$ cat src/rtl/qed_inst_filter.sv
// SQED instruction-constraint filter: decodes and classifies RV32I words, tracks the SIF commit phase,
// meters the memory-op budget and keeps accept/reject statistics. Optional macro: QED_FORMAL_ASSUME_EN.
module qed_inst_filter #(
    parameter int unsigned REG_LIMIT   = 16,
    parameter int unsigned LD_IMM_MAX  = 64,
    parameter int unsigned ST_IMM7_MAX = 2,
    parameter int unsigned STORE_GUARD = 2,
    parameter int unsigned MEM_BUDGET  = 8,
    parameter int unsigned ALLOW_FENCE = 0,
    parameter int unsigned CNT_W       = 16
) (
    input  logic             clk,
    input  logic             rst,
    input  logic             inst_valid,
    input  logic [31:0]      instruction,
    input  logic             sif_commit,
    output logic             allowed,
    output logic [3:0]       inst_class,
    output logic [1:0]       phase,
    output logic [7:0]       mem_left,
    output logic [CNT_W-1:0] accept_cnt,
    output logic [CNT_W-1:0] reject_cnt,
    output logic             violation
);

    typedef enum logic [3:0] {
        CLS_ILLEGAL = 4'd0,
        CLS_R       = 4'd1,
        CLS_I       = 4'd2,
        CLS_LOAD    = 4'd3,
        CLS_STORE   = 4'd4,
        CLS_BRANCH  = 4'd5,
        CLS_JAL     = 4'd6,
        CLS_JALR    = 4'd7,
        CLS_LUI     = 4'd8,
        CLS_AUIPC   = 4'd9,
        CLS_SYSTEM  = 4'd10,
        CLS_NOP     = 4'd11,
        CLS_FENCE   = 4'd12
    } inst_class_t;

    typedef enum logic [1:0] {
        PH_PRE  = 2'b00,
        PH_ARM  = 2'b01,
        PH_POST = 2'b10
    } phase_t;

    localparam logic [6:0] OP_R      = 7'b0110011;
    localparam logic [6:0] OP_I      = 7'b0010011;
    localparam logic [6:0] OP_LOAD   = 7'b0000011;
    localparam logic [6:0] OP_STORE  = 7'b0100011;
    localparam logic [6:0] OP_BRANCH = 7'b1100011;
    localparam logic [6:0] OP_JAL    = 7'b1101111;
    localparam logic [6:0] OP_JALR   = 7'b1100111;
    localparam logic [6:0] OP_LUI    = 7'b0110111;
    localparam logic [6:0] OP_AUIPC  = 7'b0010111;
    localparam logic [6:0] OP_SYSTEM = 7'b1110011;
    localparam logic [6:0] OP_NOP    = 7'b1111111;
    localparam logic [6:0] OP_FENCE  = 7'b0001111;

    localparam logic [31:0] ECALL_WORD  = 32'h0000_0073;
    localparam logic [31:0] EBREAK_WORD = 32'h0010_0073;
    localparam logic [6:0]  FUNCT7_ALT  = 7'b0100000;
    localparam logic [7:0]  MEM_RESET   = 8'(MEM_BUDGET);
    localparam logic [CNT_W-1:0] CNT_MAX = '1;

    logic [6:0]  opcode;
    logic [4:0]  rd;
    logic [2:0]  funct3;
    logic [4:0]  rs1;
    logic [4:0]  rs2;
    logic [6:0]  funct7;
    logic [11:0] imm12;

    assign opcode = instruction[6:0];
    assign rd     = instruction[11:7];
    assign funct3 = instruction[14:12];
    assign rs1    = instruction[19:15];
    assign rs2    = instruction[24:20];
    assign funct7 = instruction[31:25];
    assign imm12  = instruction[31:20];

    function automatic logic reg_ok(input logic [4:0] r);
        return 32'(r) < REG_LIMIT;
    endfunction

    logic rd_ok;
    logic rs1_ok;
    logic rs2_ok;
    logic ld_imm_ok;
    logic st_imm_ok;
    logic r_funct_ok;
    logic i_funct_ok;

    assign rd_ok     = reg_ok(rd);
    assign rs1_ok    = reg_ok(rs1);
    assign rs2_ok    = reg_ok(rs2);
    assign ld_imm_ok = (imm12[11:10] == 2'b00) && (32'(imm12) < LD_IMM_MAX);
    assign st_imm_ok = (funct7[6:5] == 2'b00) && (32'(funct7) < ST_IMM7_MAX);

    // Only ADD/SUB and SRL/SRA have an alternate funct7 encoding.
    assign r_funct_ok = (funct7 == 7'b0) ||
                        ((funct7 == FUNCT7_ALT) && ((funct3 == 3'b000) || (funct3 == 3'b101)));

    always_comb begin
        i_funct_ok = 1'b1;
        case (funct3)
            3'b001:  i_funct_ok = (funct7 == 7'b0);
            3'b101:  i_funct_ok = (funct7 == 7'b0) || (funct7 == FUNCT7_ALT);
            default: i_funct_ok = 1'b1;
        endcase
    end

    inst_class_t cls;

    always_comb begin
        cls = CLS_ILLEGAL;
        case (opcode)
            OP_R: begin
                if (r_funct_ok && rs1_ok && rs2_ok && rd_ok)
                    cls = CLS_R;
            end
            OP_I: begin
                if (i_funct_ok && rs1_ok && rd_ok)
                    cls = CLS_I;
            end
            OP_LOAD: begin
                if ((funct3 inside {3'b000, 3'b001, 3'b010, 3'b100, 3'b101}) &&
                    (rs1 == 5'd0) && rd_ok && ld_imm_ok)
                    cls = CLS_LOAD;
            end
            OP_STORE: begin
                if ((funct3 inside {3'b000, 3'b001, 3'b010}) &&
                    (rs1 == 5'd0) && rs2_ok && st_imm_ok)
                    cls = CLS_STORE;
            end
            OP_BRANCH: begin
                if ((funct3 != 3'b010) && (funct3 != 3'b011) && rs1_ok && rs2_ok)
                    cls = CLS_BRANCH;
            end
            OP_JAL: begin
                if (rd == 5'd0)
                    cls = CLS_JAL;
            end
            OP_JALR: begin
                if ((funct3 == 3'b000) && (rd == 5'd0) && rs1_ok)
                    cls = CLS_JALR;
            end
            OP_LUI: begin
                if (rd_ok)
                    cls = CLS_LUI;
            end
            OP_AUIPC: begin
                if (rd == 5'd0)
                    cls = CLS_AUIPC;
            end
            OP_SYSTEM: begin
                if ((instruction == ECALL_WORD) || (instruction == EBREAK_WORD))
                    cls = CLS_SYSTEM;
            end
            OP_NOP: begin
                cls = CLS_NOP;
            end
            OP_FENCE: begin
                if ((funct3 == 3'b000) && rs1_ok && rd_ok)
                    cls = CLS_FENCE;
            end
            default: cls = CLS_ILLEGAL;
        endcase
    end

    phase_t      phase_q;
    logic [7:0]  guard_cnt;
    logic [7:0]  mem_cnt;
    logic        mem_op;
    logic        budget_exhausted;
    logic        fence_en;

    assign mem_op           = (cls == CLS_LOAD) || (cls == CLS_STORE);
    assign budget_exhausted = (MEM_BUDGET != 0) && (mem_cnt == 8'd0);
    assign fence_en         = (ALLOW_FENCE != 0);

    assign allowed = (cls != CLS_ILLEGAL) &&
                     !((cls == CLS_STORE) && (phase_q != PH_POST)) &&
                     !((cls == CLS_FENCE) && !fence_en) &&
                     !(mem_op && budget_exhausted);

    assign inst_class = cls;
    assign phase      = phase_q;
    assign mem_left   = (MEM_BUDGET == 0) ? 8'hFF : mem_cnt;

    // Stores open up only after sif_commit has been held through STORE_GUARD cycles in ARM;
    // any drop of sif_commit sends the phase back to PRE.
    always_ff @(posedge clk) begin
        if (rst) begin
            phase_q   <= PH_PRE;
            guard_cnt <= 8'd0;
        end else begin
            case (phase_q)
                PH_PRE: begin
                    if (sif_commit) begin
                        phase_q   <= PH_ARM;
                        guard_cnt <= 8'd1;
                    end
                end
                PH_ARM: begin
                    if (!sif_commit) begin
                        phase_q   <= PH_PRE;
                        guard_cnt <= 8'd0;
                    end else if (32'(guard_cnt) >= STORE_GUARD) begin
                        phase_q <= PH_POST;
                    end else begin
                        guard_cnt <= guard_cnt + 8'd1;
                    end
                end
                PH_POST: begin
                    if (!sif_commit) begin
                        phase_q   <= PH_PRE;
                        guard_cnt <= 8'd0;
                    end
                end
                default: begin
                    phase_q   <= PH_PRE;
                    guard_cnt <= 8'd0;
                end
            endcase
        end
    end

    // allowed already excludes an exhausted budget, so mem_cnt never underflows.
    always_ff @(posedge clk) begin
        if (rst) begin
            mem_cnt    <= MEM_RESET;
            accept_cnt <= '0;
            reject_cnt <= '0;
            violation  <= 1'b0;
        end else if (inst_valid) begin
            if (allowed) begin
                if (accept_cnt != CNT_MAX)
                    accept_cnt <= accept_cnt + 1'b1;
                if (mem_op && (MEM_BUDGET != 0))
                    mem_cnt <= mem_cnt - 8'd1;
            end else begin
                if (reject_cnt != CNT_MAX)
                    reject_cnt <= reject_cnt + 1'b1;
                violation <= 1'b1;
            end
        end
    end

`ifdef QED_FORMAL_ASSUME_EN
    inst_legal_assume: assume property (@(posedge clk) disable iff (rst) inst_valid |-> allowed);
`else
    // Pure monitor: the instruction stream is left unconstrained.
`endif

endmodule
$ cat config.mk
export PLATFORM = sky130hd
export DESIGN_NAME = qed_inst_filter
export DESIGN_NICKNAME = d
export VERILOG_FILES = /design/src/rtl/qed_inst_filter.sv
export SDC_FILE = /design/constraint.sdc
export NUM_CORES = 1
export LEC_CHECK = 0
export CAP_MARGIN = 20
export CORE_AREA = 4 4 100 102
export DETAILED_ROUTE_END_ITERATION = 10
export DIE_AREA = 0 0 104 106
export DONT_BUFFER_PORTS = 1
export PLACE_DENSITY = 0.47
export SLEW_MARGIN = 0
export SYNTH_ARGS = -nofsm -noshare
export SYNTH_HDL_FRONTEND = slang
export SYNTH_SLANG_ARGS = --single-unit
$ cat constraint.sdc
create_clock -name clk -period 7.4 [get_ports clk]
set_clock_uncertainty 0.15 [all_clocks]
set_input_delay 2.22 -clock clk [delete_from_list [all_inputs] [get_ports clk]]
set_output_delay 2.22 -clock clk [all_outputs]
set_load 0.005 [all_outputs]
==> impl_summary.txt, run 1 <==
----------------------------------------------------
[Run status]
  Result of the run ... finished, final reports clean

[Logic synthesis]
  Post-synthesis instance total ... between 300 and 400
  Net Count, Synth ... between 400 and 500
  Yosys Warn Count ... 0
  Syn_area_per_cell ... 8.058 sq um
  Commonest register cell after synthesis ... sky130_fd_sc_hd__dfxtp_1
  Proportion of synthesized chip area in sequential cells ... about a third
  Syn Std Cell Area ... just over 3000 sq um
  Flip-flop and latch count after synthesis ... a little over 50
  Distinct cell type count after synthesis ... 63
  Share of flip-flops with an asynchronous set or reset ... 0%
  Post-synth EDFFs ... 0

[Cells and area]
  Fin util ... a little over a third
  Final standard cell area without fillers ... approximately 3300 sq um
  Fraction of final layout cells with drive strength greater than 1 ... 8.289%
  Layout net count ... between 400 and 500
  Number of antenna cells inserted ... 0
  Number of standard cells in the final layout excluding fillers ... about 490
  # fillers ... about 970
  Highest-count cells in the layout ignoring fill and taps ... sky130_fd_sc_hd__dfxtp_1 (51), sky130_fd_sc_hd__nor2_1 (33), sky130_fd_sc_hd__a21oi_1 (30)
  Commonest non-fill, non-tap cell in the layout ... sky130_fd_sc_hd__dfxtp_1
  Area added between synthesis and finish ... 5.661%

[Placement]
  Worst slack after detailed placement ... 1.036 ns
  Gpl congestion ... between 0.8 and 0.9
  DP HPWL ... between 5 and 6 mm
  Post-place instance area ... approximately 3200 sq um
  Dpl cells ... 477
  Count of port buffers added during placement ... 0

[Die]
  Boundary Pins ... 84
  Die height ... approximately 110 microns
  Full die area ... approximately 11,000 sq um
  Starting density of the core ... approximately 34%
  Core Region ... roughly 9100 sq um
  Core Rows ... 35
  Width of the chip ... 104 microns

[Clocking]
  Worst skew pair latency ... just over 0.3 ns
  CTS buffer count ... 5
  Clock Pin Slew Worst Setup and Hold Paths ... roughly 0.11 ns
  Post-CTS repair timing setup buffer count ... 0
  Number of hold buffers added after cts ... 0
  Number of resized instances in the post-cts repair step ... 0
  Clock tree buffer depth ... 2
  H-tree levels ... 2
  Clock Tree Root ... sky130_fd_sc_hd__clkbuf_8
  TritonCTS clock tree ... built
  Sink Count ... slightly above 50

[Timing]
  Worst-case hold slack ... 0.3580 ns
  Unrepaired setup endpoints after global routing ... no
  Fin. max-slew vios ... 0
  Setup violators final ... 0
  Final critical delay including setup and external delays ... around 6.4 ns
  Worst slew margin relative to its limit ... between 50% and 60%
  Tcrit/Tclk final ... a little under nine tenths
  Slew @ Worst Pin ... between 0.7 and 0.8 ns
  Fin Setup TNS ... 0 ns
  Setup slack of the critical path after layout ... 1.047 ns
  Number of hold-slack violations in the final timing report ... 0
  Max Clock Freq ... between 150 and 200 MHz

[Detailed routing]
  Total number of vias ... between 2,000 and 3,000
  Number of routed nets with antenna violations ... 0
  Average wire per cell in the routed design ... 16.29 microns
  Routed via count divided by cell count ... 5.827
  Number of DRC violations after detailed-routing iteration 0 ... roughly 120
  Final wirelength ... ~7.9 mm
  First-pass iteration count of the detailed router ... 4
  Count of unresolved DRC violations after routing ... 0

[Power and ir drop]
  Power density relative to cell area ... between 150 and 200 nW/um^2
  Cell-internal power ... slightly below 0.4 mW
  Share of total power in sequential cells ... a little under three fifths
  Leakage power total ... about 1.1 nW
  Combinational Power Share ... under 10%
  Net switching share of the total power ... between 20% and 30%
  Peak supply drop ... just over 70 uV
  Part of the total power dissipated in the clock network ... between 30% and 40%
  Total net switching power ... 0.1179 mW
  Overall power of the completed layout ... a little over 0.5 mW

[Setup path]
  Critical Path Start Type ... input pin
  Highest net fanout along the worst path ... 3
  Data arrival at the endpoint of the critical path ... ~4.0 ns
  Required time reported for the critical path endpoint ... around 5 ns
  Category of the worst setup path capture point ... output port
  Setup CP Type ... input pin to output port

[Global route]
  Number of global-route vias before repair ... 2,719
  Congestion Overflow GR ... 0
  Pin count of the biggest net entering global routing ... 51
  Global-route wire length before repair ... approximately 13 mm
  Number of antenna violations at the first check in global routing ... 0
  Total global routing track utilization ... between 10 and 15%

[Run]
  Max Cap Violations ... 0

[Hold path]
  Hold crit path type ... flip-flop to flip-flop

----------------------------------------------------
[cell type report]
| cell class | count | area (sq um) | share of cell area (%) |
|---|---|---|---|
| Multi-Input combinational cell | 303 | 1946 | 59.51 |
| Inverter | 11 | 41.29 | 1.263 |
| Sequential cell | 51 | 1021 | 31.23 |
| Clock buffer | 5 | 68.82 | 2.105 |
| Tap cell | 111 | 138.9 | 4.248 |
| Clock inverter | 3 | 46.29 | 1.416 |
| Timing Repair Buffer | 1 | 7.507 | 0.2296 |
[kinds of logic (layout without fill, tap and decap cells)]
family	count (synthesis)	after routing	share of synthesized area, %
AO/OA/AOI/OAI	92	92	19.45
AND/OR/NAND/NOR	192	192	36.23
buffers and inverters	30	20	4.246
multiplexers	11	11	4.084
adder cells (fa/ha/maj)	6	6	2.426
flip-flops	51	51	33.00
XOR/XNOR	2	2	0.5662
[sequential cells by signal, indices dropped and copies added (netlist names)]
name / count
accept_cnt: 16
reject_cnt: 16
guard_cnt: 8
mem_left: 8
phase: 2
violation: 1
[critical path: stages]
cell	delay, ns
sky130_fd_sc_hd__or4_4	0.53
sky130_fd_sc_hd__or2_4	0.28
sky130_fd_sc_hd__o41ai_4	0.30
sky130_fd_sc_hd__o31ai_1	0.12
sky130_fd_sc_hd__mux2_4	0.30
sky130_fd_sc_hd__a21oi_2	0.24
[layer usage]
metal | up-vias | track usage (%) | share of wire (%)
met1 | 1318 | 18.90 | 48
met4 | 0 | 3.039 | 0.90
li1 | 1435 | - | -
met3 | 6 | 4.554 | 6.3
met2 | 67 | 22.93 | 44
met5 | - | 0 | 0
[cells in the mapped netlist (10+ instances only)]
master	count	area, sq um
sky130_fd_sc_hd__clkbuf_1	11	41.29
sky130_fd_sc_hd__nand3_1	19	95.09
sky130_fd_sc_hd__a21oi_1	31	155.2
sky130_fd_sc_hd__nor2_1	33	123.9
sky130_fd_sc_hd__dfxtp_1	51	1021
sky130_fd_sc_hd__and3_1	17	106.4
sky130_fd_sc_hd__nand2_1	22	82.58
sky130_fd_sc_hd__o21ai_0	22	110.1
sky130_fd_sc_hd__or3_1	14	87.58
sky130_fd_sc_hd__nor2b_1	12	75.07
sky130_fd_sc_hd__inv_1	11	41.29
sky130_fd_sc_hd__nor3_1	11	55.05
sky130_fd_sc_hd__nor4_1	10	62.56
sky130_fd_sc_hd__nand4_1	15	93.84
[worst paths after layout]
path	slack [ns]	from	depth (start not counted)	endpoint
setup reg to reg	4.62	phase[1]	7	accept_cnt[2]
hold reg to reg	0.36	guard_cnt[7]	2	guard_cnt[7]
setup / recovery	1.05	instruction[9]	6	allowed
hold / removal	0.36	guard_cnt[7]	2	guard_cnt[7]
[power by group through the flow]
stage               sequential (mW)  combinational [mW]  clock, mW
floorplan                     0.287              0.0266          0
global placement              0.288              0.0239          0
detailed placement            0.288              0.0242          0
CTS                           0.282              0.0244      0.213
global route                  0.283              0.0280      0.223
finish                        0.282              0.0241      0.202
Note: power is estimated with default switching activity, not from simulation.
==> run 2, diff against run 1 <==
--- a/config.mk
+++ b/config.mk
@@ -12,5 +12,4 @@
 export DONT_BUFFER_PORTS = 1
 export PLACE_DENSITY = 0.47
-export SLEW_MARGIN = 0
 export SYNTH_ARGS = -nofsm -noshare
 export SYNTH_HDL_FRONTEND = slang
==> constraint.sdc (replaced) <==
create_clock -name clk -period 7.4 [get_ports clk]
set_clock_uncertainty 0.15 [all_clocks]
set_input_delay 0 -clock clk [delete_from_list [all_inputs] [get_ports clk]]
set_output_delay 0 -clock clk [all_outputs]
set_load 0.005 [all_outputs]
==> impl_summary.txt, run 2 (synthesis gave the netlist of run 1 again) <==
----------------------------------------------------
[Timing]
  Fin. max-slew vios ... 0 (unchanged)
  Slew @ Worst Pin ... 0.7537 ns (+0.01942 ns)
  Worst slew margin relative to its limit ... 49.45% (-1.3 points)
  Fin Setup TNS ... 0 ns (unchanged)
  Max Clock Freq ... 332.7 MHz (+110%)
  Final critical delay including setup and external delays ... 3.006 ns (-3.347 ns)
  Tcrit/Tclk final ... 40.62% (-45 points)
  Unrepaired setup endpoints after global routing ... no
  Setup violators final ... 0 (unchanged)
  Worst-case hold slack ... 0.04870 ns (-0.3093 ns)
  Number of hold-slack violations in the final timing report ... 0 (unchanged)

[Cells and area]
  Largest registers ... accept_cnt (16), reject_cnt (16)
  Number of antenna cells inserted ... 0 (unchanged)
  # fillers ... 961 (-0.83%)
  Layout net count ... 420 (+1.2%)
  Fraction of final layout cells with drive strength greater than 1 ... 8.443% (+0.15 points)
  Fin util ... 36.61% (+0.71 points)
  Area added between synthesis and finish ... 7.764%
  Highest-count cells in the layout ignoring fill and taps ... sky130_fd_sc_hd__dfxtp_1 (51), sky130_fd_sc_hd__nor2_1 (33), sky130_fd_sc_hd__a21oi_1 (30)
  Area of combinational cells with multiple inputs ... 1946 sq um (unchanged)
  Commonest non-fill, non-tap cell in the layout ... sky130_fd_sc_hd__dfxtp_1
  Sequential cell area ... 1021 sq um (unchanged)

[Detailed routing]
  Number of DRC violations after detailed-routing iteration 0 ... 152 (+26%)
  Routed via count divided by cell count ... 5.837 (+0.17%)
  Number of routed nets with antenna violations ... 0 (unchanged)
  Average wire per cell in the routed design ... 16.53 microns (+1.4%)
  First-pass iteration count of the detailed router ... 4 (unchanged)
  Final wirelength ... 8.098 mm (+2.5%)
  Total number of vias ... 2,860 (+1.2%)
  Count of unresolved DRC violations after routing ... 0 (unchanged)

[Power and ir drop]
  Leakage power total ... 1.173 nW (+3.0%)
  Peak supply drop ... 75.15 uV (+5.3%)
  Power density relative to cell area ... 153.8 nW/um^2 (-0.96%)

[Setup path]
  Required time reported for the critical path endpoint ... 7.50 ns (+2.47 ns)
  Data arrival at the endpoint of the critical path ... 3.11 ns (-0.87 ns)
  Category of the worst setup path capture point ... flip-flop
  Crit path from ... phase[1]
  Cell type of the slowest stage on the worst timing path ... sky130_fd_sc_hd__dlygate4sd3_1
  Setup CP Type ... flip-flop to flip-flop
  Cell breakdown of the critical path ... inv_1 -> nor2_1 -> o31ai_1 -> mux2_4 -> a211o_4 -> or3_1 -> a21oi_1 -> dlygate4sd3_1
  Launch instance of the worst register-to-register path ... phase[1]
  Largest incremental delay on the critical path ... 0.55 ns (+0.02 ns)
  Critical Path Start Type ... flip-flop
  Highest net fanout along the worst path ... 35 (+32)

[Die]
  Die height ... 106 microns (unchanged)
  Core Region ... 9109 sq um (unchanged)
  Boundary Pins ... 84 (unchanged)
  Core Rows ... 35 (unchanged)
  Width of the chip ... 104 microns (unchanged)
  Starting density of the core ... 33.97% (unchanged)
  Full die area ... 11,020 sq um (unchanged)

[Clocking]
  Clock Pin Slew Worst Setup and Hold Paths ... 0.10 ns (about the same)
  CTS buffer count ... 5 (unchanged)
  Sink Count ... 51 (unchanged)
  Clock Tree Root ... sky130_fd_sc_hd__clkbuf_8
  Clock tree buffer depth ... 2 (unchanged)
  H-tree levels ... 2 (unchanged)
  Worst skew pair latency ... 0.30 ns (about the same)
  TritonCTS clock tree ... built

[Hold path]
  Hold crit path type ... input pin to flip-flop
  Source of the worst hold timing path ... sif_commit

[Global route]
  Congestion Overflow GR ... 0 (unchanged)
  Pin count of the biggest net entering global routing ... 51 (unchanged)
  Global-route wire length before repair ... 13.31 mm (-1.2%)
  Number of global-route vias before repair ... 2,602 (-4.3%)
  Number of antenna violations at the first check in global routing ... 0 (unchanged)
  Total global routing track utilization ... 14.30% (about the same)

[Placement]
  DP HPWL ... 5.829 mm (about the same)
  Gpl congestion ... 0.8211 (-2.4%)
  Count of port buffers added during placement ... 0 (unchanged)

[Run]
  Max Cap Violations ... 0 (unchanged)

[Run status]
  Result of the run ... finished, final reports clean

----------------------------------------------------
## run 2: cell count changes in the layout (fill, tap and decap cells not counted), sizes merged
cell,delta
clkinvlp,-1
buf,+1
inv,-1
clkinv,+2
dlygate4sd3,+4
## run 2: worst paths after layout
check                           slack (ns)  cells past startpoint            end
worst min-delay path                  0.05                      4   guard_cnt[2]
worst min register to register        0.36                      2   guard_cnt[7]
worst max register to register        4.39                      8  accept_cnt[0]
worst max-delay path                  4.39                      8  accept_cnt[0]
## run 2: timing repair
item,CTS,global route
setup buffers,0,0
gates resized for setup,0,0
endpoints found under the hold margin,51,0
hold buffers,5,0
## run 2: per-stage QoR
stage | cell area (sq um) | total power [mW] | setup slack, ns | instances
after floorplan | 3094 | 0.3133 | 4.589 | 384
after global placement | 3147 | 0.3117 | 4.284 | 476
final | 3334 | 0.5127 | 4.394 | 490
after detailed placement | 3147 | 0.3121 | 4.261 | 476
after global routing | 3334 | 0.5390 | 4.221 | 490
after CTS | 3319 | 0.5216 | 4.387 | 489
## run 2: layer usage
layer	wire, microns	vias to the layer above	GRT usage [%]
met3	568	4	4.857
li1	-	1437	-
met1	3911	1344	19.61
met2	3576	75	21.87
met5	0	-	0
met4	41	0	2.849
## run 2: area by class of cell
cell class                      instances  share of cell area, %
Multi-Input combinational cell        303                  58.35
Sequential cell                        51                  30.62
Tap cell                              111                  4.165
Timing Repair Buffer                    6                  2.251
Clock buffer                            5                  2.064
Clock inverter                          3                  1.313
Inverter                               11                  1.238
## run 2: power by group
| group | switching, mW | internal [mW] |
|---|---|---|
| combinational | 0.0200 | 0.0127 |
| clock | 0.0974 | 0.101 |
| sequential | 0.00451 | 0.277 |
## run 2: worst max-delay path: cells and delay by family, from the launching register on
| kind | cells | cell delay (ns) |
|---|---|---|
| muxes | 1 | 0.30 |
| DFF | 1 | 0.43 |
| AOI/OAI and AO/OA | 3 | 0.74 |
| buffers and inverters | 2 | 0.65 |
| and+or+nand+nor | 2 | 0.69 |
